## src/rtl/vector_alu_hs.sv

```systemverilog
// vector_alu_hs - packed-vector ALU with valid/ready handshakes.
//
// Operands are LANES lanes of LANE_W bits, lane 0 in the MSBs.
// Single-cycle ops are registered on acceptance. VDOT and VSCALE step
// through one shared LANE_W x LANE_W multiplier, one lane per cycle.
// The result, flags and err are held until the consumer takes them.
//
// Ports:
//   clk, rst_n           clock, asynchronous active-low reset
//   in_valid / in_ready  operation request handshake
//   op, opa, opb         opcode and packed operands, captured on acceptance
//   out_valid/out_ready  result handshake
//   result, flags, err   result, {N,Z,C,V}, illegal-opcode marker
//
// Build option: define VECTOR_ALU_SATURATE_EN to saturate VADD/VSUB/VSCALE
// lanes. Carry and overflow flags still report the unsaturated condition.
module vector_alu_hs #(
  parameter int LANES  = 3,
  parameter int LANE_W = 16
) (
  input  logic                    clk,
  input  logic                    rst_n,
  input  logic                    in_valid,
  output logic                    in_ready,
  input  logic [3:0]              op,
  input  logic [LANES*LANE_W-1:0] opa,
  input  logic [LANES*LANE_W-1:0] opb,
  output logic                    out_valid,
  input  logic                    out_ready,
  output logic [LANES*LANE_W-1:0] result,
  output logic [3:0]              flags,
  output logic                    err
);

  localparam int W  = LANES * LANE_W;
  localparam int CW = (LANES > 1) ? $clog2(LANES) : 1;

  localparam logic [3:0] OP_VADD   = 4'b0000;
  localparam logic [3:0] OP_VDOT   = 4'b0001;
  localparam logic [3:0] OP_SUB    = 4'b0010;
  localparam logic [3:0] OP_ADD    = 4'b0011;
  localparam logic [3:0] OP_CMP    = 4'b0100;
  localparam logic [3:0] OP_VSCALE = 4'b0101;
  localparam logic [3:0] OP_MUL    = 4'b0110;
  localparam logic [3:0] OP_CONCAT = 4'b0111;
  localparam logic [3:0] OP_VSUB   = 4'b1000;

  typedef enum logic [1:0] {
    IDLE,
    ITER,
    HOLD
  } state_t;

  function automatic logic [LANE_W-1:0] get_lane(input logic [W-1:0] v,
                                                 input int unsigned i);
    return v[W-1-i*LANE_W -: LANE_W];
  endfunction

  function automatic logic is_iter_op(input logic [3:0] o);
    return (o == OP_VDOT) || (o == OP_VSCALE);
  endfunction

  state_t              r_state;
  state_t              w_state_nxt;
  logic                r_out_valid;
  logic [W-1:0]        r_result;
  logic [3:0]          r_flags;
  logic                r_err;
  logic [W-1:0]        r_a;
  logic [W-1:0]        r_b;
  logic [3:0]          r_op;
  logic [W-1:0]        r_acc;
  logic [CW-1:0]       r_cnt;

  logic                w_accept;
  logic                w_last;
  logic [3:0]          w_op_cur;
  logic [W-1:0]        w_src_a;
  logic [W-1:0]        w_src_b;
  logic [LANE_W-1:0]   w_mul_a;
  logic [LANE_W-1:0]   w_mul_b;
  logic [2*LANE_W-1:0] w_prod;
  logic [LANE_W-1:0]   w_sc_lane;
  logic [W-1:0]        w_acc_base;
  logic [W-1:0]        w_acc_next;
  logic [3:0]          w_it_flags;

  logic [W:0]          w_add_full;
  logic [W:0]          w_sub_full;
  logic [W-1:0]        w_mul_lo;
  logic [LANE_W:0]     w_l_tmp;
  logic [W-1:0]        w_sc_result;
  logic                w_sc_c;
  logic                w_sc_v;
  logic                w_sc_err;
  logic [3:0]          w_sc_flags;

  // The FSM never sits in HOLD without out_valid, so HOLD accepts a new op
  // exactly when the held result is being taken; only ITER blocks input.
  assign in_ready  = (r_state != ITER) && (!r_out_valid || out_ready);
  assign w_accept  = in_valid && in_ready;
  assign w_last    = (r_state == ITER) && (r_cnt == CW'(LANES - 1));

  assign out_valid = r_out_valid;
  assign result    = r_result;
  assign flags     = r_flags;
  assign err       = r_err;

  // ---------------------------------------------------------------- FSM
  always_ff @(posedge clk or negedge rst_n) begin
    if (!rst_n) r_state <= IDLE;
    else        r_state <= w_state_nxt;
  end

  always_comb begin
    w_state_nxt = r_state;
    case (r_state)
      IDLE, HOLD: begin
        if (w_accept)
          w_state_nxt = is_iter_op(op) ? ITER : HOLD;
        else if (r_state == HOLD && out_ready)
          w_state_nxt = IDLE;
      end
      ITER: begin
        if (w_last) w_state_nxt = HOLD;
      end
      default: w_state_nxt = IDLE;
    endcase
  end

  // ------------------------------------------------ shared multiplier
  // Lane 0 is multiplied in the acceptance cycle straight from the input
  // operands (r_cnt is 0 outside ITER), so ITER covers lanes 1..LANES-1
  // and the result lands LANES cycles after acceptance.
  assign w_op_cur = (r_state == ITER) ? r_op : op;
  assign w_src_a  = (r_state == ITER) ? r_a  : opa;
  assign w_src_b  = (r_state == ITER) ? r_b  : opb;
  assign w_mul_a  = get_lane(w_src_a, 32'(r_cnt));
  assign w_mul_b  = (w_op_cur == OP_VSCALE) ? get_lane(w_src_b, LANES - 1)
                                            : get_lane(w_src_b, 32'(r_cnt));
  assign w_prod   = {{LANE_W{1'b0}}, w_mul_a} * {{LANE_W{1'b0}}, w_mul_b};

  always_comb begin
    w_sc_lane = w_prod[LANE_W-1:0];
`ifdef VECTOR_ALU_SATURATE_EN
    if (|w_prod[2*LANE_W-1:LANE_W]) w_sc_lane = '1;
`endif
  end

  always_comb begin
    w_acc_base = (r_state == ITER) ? r_acc : '0;
    w_acc_next = w_acc_base;
    if (w_op_cur == OP_VDOT) begin
      w_acc_next = w_acc_base + W'(w_prod);
    end else begin
      for (int unsigned i = 0; i < LANES; i++)
        if (i == 32'(r_cnt)) w_acc_next[W-1-i*LANE_W -: LANE_W] = w_sc_lane;
    end
  end

  assign w_it_flags = {w_acc_next[W-1], ~|w_acc_next, 2'b00};

  // ---------------------------------------------- single-cycle datapath
  assign w_add_full = {1'b0, opa} + {1'b0, opb};
  assign w_sub_full = {1'b0, opa} - {1'b0, opb};
  assign w_mul_lo   = opa * opb;

  always_comb begin
    w_sc_result = '0;
    w_sc_c      = 1'b0;
    w_sc_v      = 1'b0;
    w_sc_err    = 1'b0;
    w_l_tmp     = '0;
    case (op)
      OP_VADD: begin
        for (int unsigned i = 0; i < LANES; i++) begin
          w_l_tmp = {1'b0, get_lane(opa, i)} + {1'b0, get_lane(opb, i)};
          w_sc_c  = w_sc_c | w_l_tmp[LANE_W];
          w_sc_result[W-1-i*LANE_W -: LANE_W] = w_l_tmp[LANE_W-1:0];
`ifdef VECTOR_ALU_SATURATE_EN
          if (w_l_tmp[LANE_W]) w_sc_result[W-1-i*LANE_W -: LANE_W] = '1;
`endif
        end
        w_sc_v = w_sc_c;
      end
      OP_VSUB: begin
        for (int unsigned i = 0; i < LANES; i++) begin
          w_l_tmp = {1'b0, get_lane(opa, i)} - {1'b0, get_lane(opb, i)};
          w_sc_c  = w_sc_c | w_l_tmp[LANE_W];
          w_sc_result[W-1-i*LANE_W -: LANE_W] = w_l_tmp[LANE_W-1:0];
`ifdef VECTOR_ALU_SATURATE_EN
          if (w_l_tmp[LANE_W]) w_sc_result[W-1-i*LANE_W -: LANE_W] = '0;
`endif
        end
        w_sc_v = w_sc_c;
      end
      OP_SUB, OP_CMP: begin
        w_sc_result = w_sub_full[W-1:0];
        w_sc_c      = ~w_sub_full[W];
        w_sc_v      = (opa[W-1] != opb[W-1]) && (w_sub_full[W-1] != opa[W-1]);
      end
      OP_ADD: begin
        w_sc_result = w_add_full[W-1:0];
        w_sc_c      = w_add_full[W];
        w_sc_v      = (opa[W-1] == opb[W-1]) && (w_add_full[W-1] != opa[W-1]);
      end
      OP_MUL: begin
        w_sc_result = w_mul_lo;
      end
      OP_CONCAT: begin
        w_sc_result[2*LANE_W-1 -: LANE_W] = opa[LANE_W-1:0];
        w_sc_result[LANE_W-1:0]           = opb[LANE_W-1:0];
      end
      OP_VDOT, OP_VSCALE: begin
        w_sc_result = '0;
      end
      default: begin
        w_sc_result = '1;
        w_sc_err    = 1'b1;
      end
    endcase
  end

  assign w_sc_flags = w_sc_err ? 4'b0000
                    : {w_sc_result[W-1], ~|w_sc_result, w_sc_c, w_sc_v};

  // -------------------------------------------------------- registers
  always_ff @(posedge clk or negedge rst_n) begin
    if (!rst_n) begin
      r_a  <= '0;
      r_b  <= '0;
      r_op <= '0;
    end else if (w_accept) begin
      r_a  <= opa;
      r_b  <= opb;
      r_op <= op;
    end
  end

  always_ff @(posedge clk or negedge rst_n) begin
    if (!rst_n) begin
      r_acc <= '0;
      r_cnt <= '0;
    end else if (w_accept && is_iter_op(op)) begin
      r_acc <= w_acc_next;
      r_cnt <= CW'(1);
    end else if (r_state == ITER) begin
      if (w_last) begin
        r_acc <= '0;
        r_cnt <= '0;
      end else begin
        r_acc <= w_acc_next;
        r_cnt <= r_cnt + CW'(1);
      end
    end
  end

  always_ff @(posedge clk or negedge rst_n) begin
    if (!rst_n) begin
      r_out_valid <= 1'b0;
      r_result    <= '0;
      r_flags     <= '0;
      r_err       <= 1'b0;
    end else if (w_accept && !is_iter_op(op)) begin
      r_out_valid <= 1'b1;
      r_result    <= w_sc_result;
      r_flags     <= w_sc_flags;
      r_err       <= w_sc_err;
    end else if (w_last) begin
      r_out_valid <= 1'b1;
      r_result    <= w_acc_next;
      r_flags     <= w_it_flags;
      r_err       <= 1'b0;
    end else if (out_ready) begin
      r_out_valid <= 1'b0;
    end
  end

endmodule

```

## config.mk

```make
export PLATFORM = sky130hd
export DESIGN_NAME = vector_alu_hs
export DESIGN_NICKNAME = d
export VERILOG_FILES = /design/src/rtl/vector_alu_hs.sv
export SDC_FILE = /design/constraint.sdc
export NUM_CORES = 2
export LEC_CHECK = 0
export CORE_MARGIN = 5
export CORE_UTILIZATION = 55
export DETAILED_ROUTE_END_ITERATION = 16
export PLACE_DENSITY_LB_ADDON = 0.3
export RECOVER_POWER = 50
export SLEW_MARGIN = 20
export SYNTH_ARGS = -nofsm -noshare
export SYNTH_HDL_FRONTEND = slang
export SYNTH_SLANG_ARGS = --single-unit
```

## constraint.sdc

```tcl
create_clock -name clk -period 12.19 [get_ports clk]
set_input_delay 2.438 -clock clk [delete_from_list [all_inputs] [get_ports clk]]
set_output_delay 2.438 -clock clk [all_outputs]
set_load 0.1 [all_outputs]
```

# [Word level (Yosys, flattened, before mapping)]
# Cells that the tools add are included.
[totals] reg_bits=206 latch_bits=0 ramBits=0 mem_bits_ro=0 inputBits=104 out_inout_bits=55 word_cells=115 n_memories=0
[op_classes] addsub=11 n_mul=2 div_mod_pow=0 magnitude_cmp=0 eq_ne=22 n_shift=2 mux=35 bitwise=5 reduce_logical=28
[ops] cell="48-bit 2-to-1 mux" n=9
[ops] cell="32-bit one-hot mux with 7 select lines" n=1
[ops] cell="63-bit by 33-bit variable part select with 16-bit output" n=2
[ops] cell="16-bit one-hot mux with 6 select lines" n=1
[ops] cell="48-bit OR reduction" n=2
[ops] cell="16-bit 2-to-1 mux" n=4
[ops] cell="16-bit by 16-bit adder with 17-bit output" n=3
[ops] cell="16-bit by 16-bit subtractor with 17-bit output" n=3
[ops] cell="48-bit by 48-bit adder with 49-bit output" n=1
[ops] cell="48-bit by 48-bit subtractor with 49-bit output" n=1
[ops] cell="48-bit by 32-bit adder with 48-bit output" n=1
[ops] cell="48-bit by 48-bit multiplier with 48-bit output" n=1
[ops] cell="16-bit by 16-bit multiplier with 32-bit output" n=1
[ops] cell="4-bit by 3-bit equality test with 1-bit output, second input constant" n=5
[ops] cell="4-bit 2-to-1 mux" n=4
[ops] cell="2-bit 2-to-1 mux" n=7
[ops] cell="9-bit OR reduction" n=1
[ops] cell="4-bit by 1-bit equality test with 1-bit output, second input constant" n=2
[ops] cell="4-bit by 2-bit equality test with 1-bit output, second input constant" n=2
[ops] cell="1-bit logical AND" n=8
[ops] cell="1-bit one-hot mux with 4 select lines" n=2
[ops] cell="6-bit by 6-bit subtractor with 7-bit output, first input constant" n=1
[ops] cell="1-bit 2-to-1 mux" n=6
[ops] cell="2-bit OR reduction" n=3
[ops] cell="other kinds (22)" n=34

# [Logic depth before layout (Yosys ltp)]
[depth] ltp_word=11 depth_mapped=53 depth_no_buf=46

# [Worst setup path after synthesis]
# Ideal clock, no wire load.
[synth_timing] kind="in2reg" from="in op[1]" to="reg r_flags[2], in the netlist flags[2]" setup_time_ps=66 arrival_time_ps=12408 t_required_ps=12124 slack_ps=-284 path_stages=44 n_path_buf=4 path_cell_list="nor4bb_1 mux2i_1 clkbuf_1 nand2_1 o211ai_1 o21ai_1 clkbuf_1 nor2_1 fa_1 inv_1 fa_1 fa_1 inv_1 fa_1 fa_1 inv_1 fa_1 inv_1 [... 8 more ...] o21ai_0 a2111oi_0 o21a_1 o21ai_1 a21oi_1 xor2_1 ha_1 clkbuf_1 o211ai_1 a21oi_1 inv_1 nor3_1 xnor2_1 o21ai_1 or4b_1 or4_1 o31ai_1 a31o_1"
[synth_between] elab_chain_cells=10 word_cells_on_any_way=36 classes_between="add/sub (1); mul (1); eq/ne (10); mux (11); reduce/logical (13)"
[synth_rtl] element="start, declared" line="25" rtl="input logic [3:0] op,"
[synth_rtl] element="4-bit 2-to-1 mux" line="135" rtl="assign w_op_cur = (r_state == ITER) ? r_op : op;"
[synth_rtl] element="4-bit by 3-bit equality test with 1-bit output" line="139" rtl="assign w_mul_b = (w_op_cur == OP_VSCALE) ? get_lane(w_src_b, LANES - 1)"
[synth_rtl] element="16-bit 2-to-1 mux" line="139"
[synth_rtl] element="16-bit by 16-bit multiplier with 32-bit output" line="141" rtl="assign w_prod = {{LANE_W{1'b0}}, w_mul_a} * {{LANE_W{1'b0}}, w_mul_b};"
[synth_rtl] element="48-bit by 32-bit adder with 48-bit output or 16-bit 2-to-1 mux (tied branches)" line="154, 157"
[synth_rtl] element="48-bit 2-to-1 mux" line="153" rtl="if (w_op_cur == OP_VDOT) begin"
[synth_rtl] element="48-bit OR reduction" line="161" rtl="assign w_it_flags = {w_acc_next[W-1], ~|w_acc_next, 2'b00};"
[synth_rtl] element="1-bit zero test" line="161"
[synth_rtl] element="4-bit 2-to-1 mux" line="269" rtl="end else if (w_last) begin"
[synth_rtl] element="4-bit 2-to-1 mux" line="264" rtl="end else if (w_accept && !is_iter_op(op)) begin"
[synth_rtl] element="end signal, assigned" line="267" rtl="r_flags <= w_sc_flags;"
[synth_rtl] element="end signal, assigned" line="272" rtl="r_flags <= w_it_flags;"
[synth_rtl] element="end, declared" line="67" rtl="logic [3:0] r_flags;"
# Parallel ways exist; a longest one is shown, timed or not. The select of a mux whose other input is x is not followed.
# A chain may end at the register's enable or synchronous reset.

# [Final worst setup path]
[layout_timing] from="in opa[25]" to="reg r_flags[2], in the netlist flags[2]"
[layout_between] elab_chain_cells=9 word_cells_on_any_way=22 classes_between="add/sub (5); mul (2); shift (1); mux (10); reduce/logical (4)"
[layout_rtl] element="start, declared" line="26" rtl="input logic [LANES*LANE_W-1:0] opa,"
[layout_rtl] element="48-bit 2-to-1 mux" line="136" rtl="assign w_src_a = (r_state == ITER) ? r_a : opa;"
[layout_rtl] element="63-bit by 33-bit variable part select with 16-bit output" line="56" rtl="return v[W-1-i*LANE_W -: LANE_W];"
[layout_rtl] element="16-bit by 16-bit multiplier with 32-bit output" line="141"
[layout_rtl] element="48-bit by 32-bit adder with 48-bit output or 16-bit 2-to-1 mux (tied branches)" line="154, 157"
[layout_rtl] element="48-bit 2-to-1 mux" line="153"
[layout_rtl] element="48-bit OR reduction" line="161"
[layout_rtl] element="1-bit zero test" line="161"
[layout_rtl] element="4-bit 2-to-1 mux" line="269"
[layout_rtl] element="4-bit 2-to-1 mux (*)" line="264"
# Every way passes the cells marked *; elsewhere a longest branch is shown, timed or not. The select of a mux whose other input is x is not followed.

==> results.md <==
- Clock Path Buffers: 3
- Post-DP Area: 73500 sq um
- DIE WIDTH: approximately 350 microns
- CP max-delay cell: clkdlybuf4s50_1
- CP peak stage delay: 0.70 ns
- Yosys top cell by area: fa_1
- Worst-path clk slew: 0.06 ns
- Avg Inst Size Synth: 8.27 sq um
- CTS tree: yes
- Die H: between 300 and 400 microns
- Outcome: finished, violations left
- Crit path top cell by count: fa_1
- Sequential element share of the synthesized area: 7.91%
- # H-tree levels: 1
- Drt drc: 0
- Main flop type after synthesis: dfrtp_1
- Fin nets: ~10k
- Filler cells: between 10k and 15k
- Worst-Margin Slew: ~5.7 ns
- Initial core utilization: ~55%
- Max FO, Critical Path: 17
- Top-area cell type share of the netlist area: around 37%
- Unrepaired setup endpoints after global routing: true
- HPWL after DPL: 234000 microns
- Maxcap violations: 5
- Total track usage: a little under half
- Total grt overflow: 0
- Core region area: roughly 120000 sq um
- Hold Violations, Final: 0
- Clk sink count: 206
- DRT Wirelength: 291000 microns
- Synth Warn #: 0
- Seq cells post-synth: about 210
- Via density: between 6 and 7
- Num rows: between 100 and 150
- Worst Setup End Kind: register
- WL/cell: a little under 30 microns
- GPL Wtd Cong: between 1 and 1.5
- Count leader, synth: inv_1
- Clock root buffer: clkbuf_16
- Worst Path Required: roughly 13 ns
- Final worst setup slack: -0.0596 ns
- Arr. time, crit path: 12.80 ns
- Hold buffer count at cts: 0
- Final period utilization: 100%
- Period minus WS final: approximately 12 ns
- Clock Latency Late Sink: 0.63 ns
- Final setup violation count: 1
- Total die area: 125000 sq um
- Fin Clk Skew: 0.0431 ns
- Layout Area Growth over Synthesis: 15.3%
- Syn Nets: about 9.6k
- Critical Path Start Type: primary input
- Share of cells above drive strength 1: between 10% and 20%
- Synth top cells by count: inv_1, nand2_1, fa_1
- Vias in the first global route: between 60k and 70k
- Post-DRT Antenna Nets: 0
- Distinct cells, synth: 105
- Final non-filler cell total: approximately 10k
- Largest net degree at the start of global routing: 86
- Initial DRC Count: 7125
- Placed insts: 9937
- Top cells by area, synth: fa_1, ha_1, inv_1, dfrtp_1, nand2_1
- Asr flop ratio synth: between 90% and 100%
- Finished Core Util: a little under two thirds
- Rel. slew slack: -277%
- First-pass GRT wire length: roughly 430000 microns
- Worst Hold Class: register to register
- Inserted Clock Buffers: 30
- Worst Path Class, Setup: primary input to register
- I/O pin cnt: between 150 and 200
- Post-synth EDFFs: 0
- Fin area: ~75000 sq um
- Syn Inst Count: 7879
- DRT Pass-1 Iters: 7
- Failing checks: capacitance limit, slew limit, setup timing
- Initial antenna violation count: 21
- Fmax: approximately 0.082 GHz
- PortBufs: 158
- Max-slew violations: approximately 290
- Vias: around 63k
- Post-Synthesis Cell Area: between 60000 and 70000 sq um
- Setup TNS: -0.0596 ns
## per-stage QoR
stage | setup slack, ns | hold slack, ns
after CTS | 0.0257 | 0.476
final | -0.0596 | 0.475
after global placement | -0.954 | 0.455
after detailed placement | -1.05 | 0.463
after floorplan | 0.0409 | 0.442
after global routing | -0.249 | 0.503
## cell type report
| type | instances | area [sq um] | area share (%) |
|---|---|---|---|
| antenna | 22 | 55.1 | 0.0732 |
| clock buffer | 34 | 806 | 1.07 |
| clock inverter | 20 | 299 | 0.398 |
| inverter | 1450 | 5440 | 7.24 |
| multi-input combinational | 5740 | 53200 | 70.8 |
| sequential | 206 | 5150 | 6.86 |
| tap | 1536 | 1920 | 2.56 |
| timing repair buffer | 1017 | 8250 | 11.0 |
## cell usage in the layout (no fill, tap or decap), types with 32 or more instances in the layout
cell / Yosys / layout
a21oi_1: 318 / 306
inv_1: 1443 / 1442
nand2_1: 1265 / 1264
and2_1: 393 / 393
nor2_1: 384 / 377
mux2i_1: 34 / 32
o221ai_1: 38 / 38
buf_4: 0 / 815
nand4_1: 38 / 38
buf_2: 14 / 35
nand3_1: 69 / 67
a21o_1: 51 / 51
clkdlybuf4s50_1: 0 / 116
nor3_1: 77 / 72
nor2b_1: 36 / 33
a211oi_1: 43 / 40
o211ai_1: 47 / 47
xnor2_1: 142 / 141
a221o_1: 60 / 60
mux2_2: 53 / 52
o21ai_0: 300 / 290
nand2b_1: 37 / 36
xor2_1: 53 / 52
o21a_1: 48 / 46
fa_1: 1194 / 1193
a31oi_1: 49 / 45
dfrtp_1: 206 / 206
ha_1: 448 / 445
## metal layers
metal	vias up	GRT usage (%)	routed length, microns
met3	1272	14.1	36500
met5	-	0	122
met1	30982	58.2	106000
met4	10	30.8	27000
li1	26100	-	-
met2	4638	68.0	122000
## logic make-up (layout without fill, tap and decap cells)
kind of cell,Yosys count,in the layout,share of synthesized area (%)
muxes,104,104,2.01
buffers and inverters,1933,2521,11.2
DFF,206,206,7.91
adders and majority gates,1642,1642,45.3
and+or+nand+nor,2491,2491,17.6
xor gates and xnor gates,195,195,2.62
other,0,22,0
AOI/OAI and AO/OA,1308,1308,13.5
## critical path: cells and delay by family
family / cells / cell delay (ns)
fa+ha+maj: 10 / 4.89
buf+inv: 9 / 1.77
simple gates: 7 / 2.06
compound gates: 6 / 1.58
## flip-flops by register name (all words and copies together) (netlist names)
register	flops
result	48
r_a	48
r_state	2
r_acc	48
r_cnt	2
r_op	4
flags	4
err	1
r_b	48
out_valid	1
## path summary, 6_finish.rpt
check,cells after the start,from,to,slack [ns]
setup / recovery,32,opa[25],flags[2],-0.06
hold / removal,2,r_acc[9],r_acc[9],0.47
setup reg to reg,44,r_cnt[1],flags[2],0.99
hold reg to reg,2,r_acc[9],r_acc[9],0.47
max in group asynchronous,2,rst_n,r_b[26],2.63
min in group asynchronous,1,rst_n,result[10],3.90
## repair_timing
action                                  in CTS  in global routing
endpoints found under the setup margin       2                 19
gates resized for setup                     27                 71
pin swaps                                   14                 50
cloned                                       0                  0
buffers inserted                             6                  7
endpoints found under the hold margin        0                  0
Power is not shown: default switching activity piles up to over one toggle a cycle in this logic, so the estimate is an artifact.
